<file path="src/rtl/pdm_dimmer_mc_if.sv">
// Control and LED-side signal bundle for the multi-channel PDM dimmer.
// The master drives the step/select/mode controls; the dimmer (slave) drives the LED outputs.
interface pdm_dimmer_mc_if #(
    parameter int NUM_CH = 4,
    parameter int LVL_W  = 4,
    parameter int CSEL_W = 2
);
    logic                      step;
    logic [CSEL_W-1:0]         ch_sel;
    logic                      mode;
    logic [NUM_CH-1:0]         pdm_o;
    logic [NUM_CH*LVL_W-1:0]   level_o;
    logic [NUM_CH-1:0]         dwn_o;

    modport master (
        output step,
        output ch_sel,
        output mode,
        input  pdm_o,
        input  level_o,
        input  dwn_o
    );

    modport slave (
        input  step,
        input  ch_sel,
        input  mode,
        output pdm_o,
        output level_o,
        output dwn_o
    );
endinterface

</file>
<file path="src/rtl/pdm_dimmer_mc.sv">
// Multi-channel LED dimmer: per-channel triangular level ramp feeding a first-order
// sigma-delta PDM modulator, advanced by a step pulse (manual) or a prescaler tick (auto).
module pdm_dimmer_mc #(
    parameter int NUM_CH   = 4,
    parameter int LVL_W    = 4,
    parameter int DUTY_W   = 15,
    parameter int PRESCALE = 1000000
) (
    input  logic             clk,
    input  logic             rst,
    pdm_dimmer_mc_if.slave   bus
);
    localparam int CSEL_W = (NUM_CH > 1) ? $clog2(NUM_CH) : 1;
    localparam int PS_W   = (PRESCALE > 2) ? $clog2(PRESCALE) : 1;
    localparam logic [LVL_W-1:0] LVL_MAX = '1;
    localparam logic [PS_W-1:0]  PS_LAST = PS_W'(PRESCALE - 1);

    logic [PS_W-1:0] ps_q, ps_d;
    logic            tick;

    // Held at zero in manual mode so the first auto advance is a full period away.
    assign tick = bus.mode && (ps_q == PS_LAST);

    always_comb begin
        ps_d = ps_q;
        if (!bus.mode) begin
            ps_d = '0;
        end else if (tick) begin
            ps_d = '0;
        end else begin
            ps_d = ps_q + PS_W'(1);
        end
    end

    always_ff @(posedge clk or posedge rst) begin
        if (rst) begin
            ps_q <= '0;
        end else begin
            ps_q <= ps_d;
        end
    end

    logic [NUM_CH-1:0]       pdm_vec;
    logic [NUM_CH-1:0]       dwn_vec;
    logic [NUM_CH*LVL_W-1:0] lvl_vec;

    for (genvar gi = 0; gi < NUM_CH; gi++) begin : g_ch
        logic              adv;
        logic [LVL_W-1:0]  lvl_q, lvl_d;
        logic              dwn_q, dwn_d;
        logic [DUTY_W-1:0] duty;
        logic [DUTY_W-1:0] acc_q, acc_d;
        logic [DUTY_W:0]   sum;
        logic              pdm_q, pdm_d;

        // Out-of-range selects never match any channel index, so they are ignored.
        assign adv = bus.mode ? tick
                              : (bus.step && (bus.ch_sel == CSEL_W'(gi)));

        always_comb begin
            lvl_d = lvl_q;
            dwn_d = dwn_q;
            if (adv) begin
                if (!dwn_q) begin
                    lvl_d = lvl_q + LVL_W'(1);
                    if (lvl_d == LVL_MAX) begin
                        dwn_d = 1'b1;
                    end
                end else begin
                    lvl_d = lvl_q - LVL_W'(1);
                    if (lvl_d == '0) begin
                        dwn_d = 1'b0;
                    end
                end
            end
        end

        // Level occupies the duty MSBs; accumulator keeps its residue across level changes.
        assign duty  = DUTY_W'(lvl_q) << (DUTY_W - LVL_W);
        assign sum   = {1'b0, acc_q} + {1'b0, duty};
        assign acc_d = sum[DUTY_W-1:0];
        assign pdm_d = sum[DUTY_W];

        always_ff @(posedge clk or posedge rst) begin
            if (rst) begin
                lvl_q <= '0;
                dwn_q <= 1'b0;
                acc_q <= '0;
                pdm_q <= 1'b0;
            end else begin
                lvl_q <= lvl_d;
                dwn_q <= dwn_d;
                acc_q <= acc_d;
                pdm_q <= pdm_d;
            end
        end

        assign pdm_vec[gi]                  = pdm_q;
        assign dwn_vec[gi]                  = dwn_q;
        assign lvl_vec[gi*LVL_W +: LVL_W]   = lvl_q;
    end

    assign bus.pdm_o   = pdm_vec;
    assign bus.dwn_o   = dwn_vec;
    assign bus.level_o = lvl_vec;
endmodule

</file>
<file path="src/flat_wrapper.sv">
// flat-port wrapper written by rule: the top's interface ports become plain ports
module pdm_dimmer_mc_flat 
#(
    parameter int NUM_CH   = 4,
    parameter int LVL_W    = 4,
    parameter int DUTY_W   = 15,
    parameter int PRESCALE = 1000000
)
  (clk, rst, bus_step, bus_ch_sel, bus_mode, bus_pdm_o, bus_level_o, bus_dwn_o);
  pdm_dimmer_mc_if #(.NUM_CH(NUM_CH), .LVL_W(LVL_W)) bus_i ();
  input  logic clk;
  input  logic rst;
  input wire logic [$bits(bus_i.step)-1:0] bus_step;
  input wire logic [$bits(bus_i.ch_sel)-1:0] bus_ch_sel;
  input wire logic [$bits(bus_i.mode)-1:0] bus_mode;
  output wire logic [$bits(bus_i.pdm_o)-1:0] bus_pdm_o;
  output wire logic [$bits(bus_i.level_o)-1:0] bus_level_o;
  output wire logic [$bits(bus_i.dwn_o)-1:0] bus_dwn_o;
  assign bus_i.step = bus_step;
  assign bus_i.ch_sel = bus_ch_sel;
  assign bus_i.mode = bus_mode;
  assign bus_pdm_o = bus_i.pdm_o;
  assign bus_level_o = bus_i.level_o;
  assign bus_dwn_o = bus_i.dwn_o;
  pdm_dimmer_mc #(.NUM_CH(NUM_CH), .LVL_W(LVL_W), .DUTY_W(DUTY_W), .PRESCALE(PRESCALE)) u_core (.clk(clk), .rst(rst), .bus(bus_i));
endmodule
</file>
<file path="config.mk">
export PLATFORM = sky130hd
export DESIGN_NAME = pdm_dimmer_mc_flat
export DESIGN_NICKNAME = d
export VERILOG_FILES = /design/src/rtl/pdm_dimmer_mc_if.sv /design/src/rtl/pdm_dimmer_mc.sv /design/src/flat_wrapper.sv
export SDC_FILE = /design/constraint.sdc
export NUM_CORES = 1
export LEC_CHECK = 0
export BUFFER_PORTS_ARGS = -buffer_cell sky130_fd_sc_hd__buf_4
export CAP_MARGIN = 20
export CORE_MARGIN = 8
export CORE_UTILIZATION = 30
export CTS_BUF_LIST = sky130_fd_sc_hd__clkbuf_2 sky130_fd_sc_hd__clkbuf_4 sky130_fd_sc_hd__clkbuf_8
export DETAILED_ROUTE_END_ITERATION = 7
export PLACE_DENSITY = 0.53
export SKIP_CTS_REPAIR_TIMING = 1
export SYNTH_ARGS = -nofsm -noshare
export SYNTH_HDL_FRONTEND = slang
export SYNTH_SLANG_ARGS = --single-unit
</file>
<file path="constraint.sdc">
create_clock -name clk -period 2.3 [get_ports clk]
set_input_delay 0.46 -clock clk [delete_from_list [all_inputs] [get_ports clk]]
set_output_delay 0.46 -clock clk [all_outputs]
set_load 0.005 [all_outputs]
</file>
== Word level (Yosys, flattened, before mapping) ==
Cells that the tools add are included.

* Div/mod/pow operators: 0
* $lt $le $gt $ge: 0
* $add $sub $neg: 13
* Multiply operators: 0
* Muxes and demuxes: 22
* Reduce and logical (&&, ||, !) cells: 10
* Equality and inequality tests: 8
* Bitwise operators: 0
* Shift operators: 0

{| class="wikitable"
|+ Operators by type and width
! kind !! count
|-
| 15-bit by 15-bit adder with 16-bit output || 4
|-
| 20-bit 2-to-1 mux || 2
|-
| 20-bit by 1-bit adder with 20-bit output (second input constant) || 1
|-
| 20-bit equality test (second input constant) || 1
|-
| 4-bit by 1-bit adder with 4-bit output (second input constant) || 4
|-
| 4-bit equality test (second input constant) || 4
|-
| 4-bit logical NOT || 4
|-
| 1-bit 2-to-1 mux || 16
|-
| 4-bit 2-to-1 mux || 4
|-
| 4-bit by 1-bit subtractor with 4-bit output (second input constant) || 4
|-
| 1-bit logical AND || 5
|-
| 2-bit equality test (second input constant) || 2
|-
| 2-bit by 1-bit equality test with 1-bit output (second input constant) || 1
|-
| 2-bit logical NOT || 1
|}

* Input bits: 6
* Bits in latches: 0
* Memory bits (read-only): 0
* Memory bits (writable): 0
* Register bits: 104
* Memories kept: 0

== Logic depth before layout (Yosys ltp) ==
* Depth in word-level cells: 4
* Depth in mapped cells: 7

== Worst setup path before layout ==
Ideal clock, no wire load.

* Path type: flip-flop to flip-flop
* From: register u_core.ps_q[11]
* To: register u_core.ps_q[10]
* Stages on the path, launching flop included: 7
* Setup time: 0.119 ns
* Path buffers: 1
* Setup slack: 0.508 ns
* Arrival time: 1.674 ns
* Data required time: 2.181 ns
* Path through: dfrtp_1 > or4_1 > nor2_2 > nand2_1 > nand2_2 > buf_4 > nor2_1

* Word-level cells in the longest chain between the ends: 4

{| class="wikitable"
|+ Ends and longest elaborated chain
! what !! line !! text
|-
| start: declaration || pdm_dimmer_mc.sv:18 || <nowiki>logic [PS_W-1:0] ps_q, ps_d;</nowiki>
|-
| start signal: assignment || pdm_dimmer_mc.sv:39 || <nowiki>ps_q <= ps_d;</nowiki>
|-
| 20-bit equality test || pdm_dimmer_mc.sv:22 || <nowiki>assign tick = bus.mode && (ps_q == PS_LAST);</nowiki>
|-
| 1-bit logical AND || pdm_dimmer_mc.sv:22 ||
|-
| 20-bit 2-to-1 mux || pdm_dimmer_mc.sv:28 || <nowiki>end else if (tick) begin</nowiki>
|-
| 20-bit 2-to-1 mux || pdm_dimmer_mc.sv:26 || <nowiki>if (!bus.mode) begin</nowiki>
|-
| via u_core.ps_d[10] || pdm_dimmer_mc.sv:18 ||
|}

The timed path passes the listed nets, and every way through them passes these cells.
A chain may end at the register's enable or synchronous reset.

== Worst setup path in the final report ==
* From: register u_core.ps_q[0]
* To: register u_core.g_ch[3].dwn_q

* Word-level cells in the longest chain between the ends: 3

{| class="wikitable"
|+ Ends and longest elaborated chain
! what !! line !! text
|-
| 20-bit equality test || pdm_dimmer_mc.sv:22 ||
|-
| 1-bit logical AND || pdm_dimmer_mc.sv:22 ||
|-
| 1-bit 2-to-1 mux || pdm_dimmer_mc.sv:57 || <nowiki>assign adv = bus.mode ? tick</nowiki>
|-
| end signal: assignment || pdm_dimmer_mc.sv:92 || <nowiki>dwn_q <= dwn_d;</nowiki>
|-
| end: declaration || pdm_dimmer_mc.sv:50 || <nowiki>logic dwn_q, dwn_d;</nowiki>
|}

No other way between the ends.

==> impl_metrics.env <==
export IMPL_fp_dieH_um=124
export IMPL_antenna_found_initial=0
export IMPL_gp_congestion=0.731
export IMPL_hold_path_class="in -> reg"
export IMPL_drc_errors=0
export IMPL_async_reset_ff_frac=1.00
export IMPL_synth_top_area_share=0.427
export IMPL_synthDistinctLibCells=39
export IMPL_cts_made_buffers=9
export IMPL_die_x_um=124
export IMPL_setup_violations=0
export IMPL_port_buffers=29
export IMPL_viasPerCell=4.82
export IMPL_setup_tns_ps=0
export IMPL_synth_top_flop_cell="dfrtp_1"
export IMPL_ys_seq_elements=60
export IMPL_final_max_slew_viol_count=0
export IMPL_yosys_warnings=0
export IMPL_cts_tree="done"
export IMPL_power_frac_seq=0.365
export IMPL_p_leak_uw=0.00192
export IMPL_post_route_min_period_ps=2020
export IMPL_finalWirelength_um=6840
export IMPL_drive_above_1_share=0.175
export IMPL_final_cell_mix="60 x dfrtp_1, 38 x buf_4, 34 x nor2_1"
export IMPL_clock_latency_ps=340
export IMPL_maxCapViolCount=0
export IMPL_syn_num_nets=382
export IMPL_antenna_cells=0
export IMPL_switching_share=0.380
export IMPL_grt_pass1_vias=2444
export IMPL_cp_end_kind="register"
export IMPL_syn_mean_instance_area_um2=10.4
export IMPL_p_comb_frac=0.466
export IMPL_powerDensity_mw_per_mm2=1210
export IMPL_drt_initial_drc_count=101
export IMPL_seq_area_frac_synth=0.427
export IMPL_fin_skew_ps=7.95
export IMPL_fillers=1185
export IMPL_final_common_cell="dfrtp_1"
export IMPL_vias=2534
export IMPL_hold_start="bus_mode"
export IMPL_htree_levels=3
export IMPL_synth_edff_count=0
export IMPL_clkPwrFrac=0.170
export IMPL_grt_use_total=0.0930
export IMPL_critPathArrivalTime_ps=2220
export IMPL_cts_sinks=60
export IMPL_cts_root_buf="clkbuf_8"
export IMPL_slew_headroom=0.601
export IMPL_p_switching_uw=1870
export IMPL_max_freq_mhz=495
export IMPL_post_route_period_util=0.878
export IMPL_rows=39
export IMPL_hpwl_um=4930
export IMPL_yosysTopAreaCell="dfrtp_1"
export IMPL_synth_cells=339
export IMPL_path_class="reg -> reg"
export IMPL_rr_startpoint="u_core.ps_q[0]"
export IMPL_nNetsFinal=421
export IMPL_rsz0062_at_grt="false"
export IMPL_cts_clk_slew_worst_paths_ps=60
export IMPL_cp_data_required_time_ps=2500
export IMPL_hold_viol=0
export IMPL_io_pins=30
export IMPL_grt_start_max_net_pins=40
export IMPL_antenna_left=0
export IMPL_wl_per_cell_um=13.0
export IMPL_synth_area_top_cells="dfrtp_1 43%, ha_1 12%, xor2_1 6.2%"
export IMPL_status="finished, final reports clean"
export IMPL_design_power_total_uw=4930
export IMPL_cp_max_fo=7
export IMPL_grt_overflow=0
export IMPL_max_vdd_ir_drop_uv=554
export IMPL_first_pass_iters=4
export IMPL_synthesis_area_mm2=0.00352
export IMPL_start_util=0.308
export IMPL_design_die_area_mm2=0.0154
export IMPL_worst_pin_slew_ps=593
export IMPL_cts_buffer_depth=2
export IMPL_crit_path_start="u_core.ps_q[0]"
export IMPL_start_kind="register"
export IMPL_r2r_setup_slack_ps=280
export IMPL_core_mm2=0.0114
export IMPL_internal_power_uw=3060
export IMPL_grt_pass1_wl_um=12000
export IMPL_areaGrowthSynthToFinish_pct=16.3
## kinds of logic after synthesis
logic type	Yosys count	synth area share
DFF	60	0.427
muxes	7	0.0199
adders and majority gates	37	0.140
xor gates and xnor gates	42	0.105
AOI/OAI and AO/OA	51	0.0925
and+or+nand+nor	109	0.171
buffers and inverters	33	0.0448
## area by class of cell
type,instances,area (um^2),area share
clock buffer,11,145,0.0355
tap,143,179,0.0437
sequential,60,1500,0.367
clock inverter,5,27.5,0.00673
timing repair buffer,39,295,0.0722
multi-input combinational,246,1860,0.455
inverter,22,82.6,0.0202
## layer usage
layer / vias to the layer above / global-route usage / wire length (um)
met3: 9 / 0.0379 / 359
met1: 1243 / 0.117 / 3210
met2: 42 / 0.139 / 3170
li1: 1240 / - / -
met4: 0 / 0.0361 / 98
met5: - / 0 / 0
## worst max-delay path, cell delays in order (launching register included)
cell     delay [ps]
dfrtp_1         410
ha_1            280
nand2_1         150
nor4_4          460
a21oi_2         210
o31ai_1         270
o31ai_1         100
## power by group through the flow
stage	clock network, uW	registers (uW)	logic (uW)
after global routing	926	1860	2670
after detailed placement	0	1820	2340
final	836	1800	2300
after floorplan	0	1800	1630
after global placement	0	1810	2260
after CTS	883	1810	2360
## synth_stat cells (3+ instances only)
library cell	count
a21o_1	8
a21oi_1	13
a21oi_2	4
and3_1	4
buf_4	9
dfrtp_1	60
fa_1	4
ha_1	33
inv_1	22
mux2i_1	7
nand2_1	15
nand2b_1	4
nand3_1	8
nand3b_1	5
nand4_1	5
nand4b_1	4
nor2_1	34
nor2b_1	3
nor3_1	7
nor4b_1	4
o211ai_1	3
o21ai_0	10
o31ai_1	8
or2_2	4
or4_1	3
xnor2_1	17
xor2_1	25
## flip-flops by register name, summed over array words and instances (netlist names)
register           cells
u_core.g_ch.dwn_q      4
u_core.g_ch.pdm_q      4
u_core.ps_q           20
u_core.g_ch.acc_q     16
u_core.g_ch.lvl_q     16
## final timing paths
kind	endpoint	cells past startpoint
max	u_core.g_ch[3].dwn_q	6
min reg2reg	u_core.g_ch[0].acc_q[11]	1
min	u_core.ps_q[1]	2
max reg2reg	u_core.g_ch[3].dwn_q	6
min in group asynchronous	u_core.g_ch[3].acc_q[12]	3
max in group asynchronous	u_core.ps_q[0]	4
## metrics by stage
stage	worst slack, ps	hold WS [ps]	instance area [um^2]	instances	utilization
global route	85.1	428	4090	526	0.358
detailed placement	292	328	3910	509	0.342
global placement	368	325	3910	509	0.342
floorplan	355	443	3520	339	-
CTS	270	-39.5	4080	525	0.357
finish	281	438	4090	526	0.358
(Power assumes the default switching activity.)
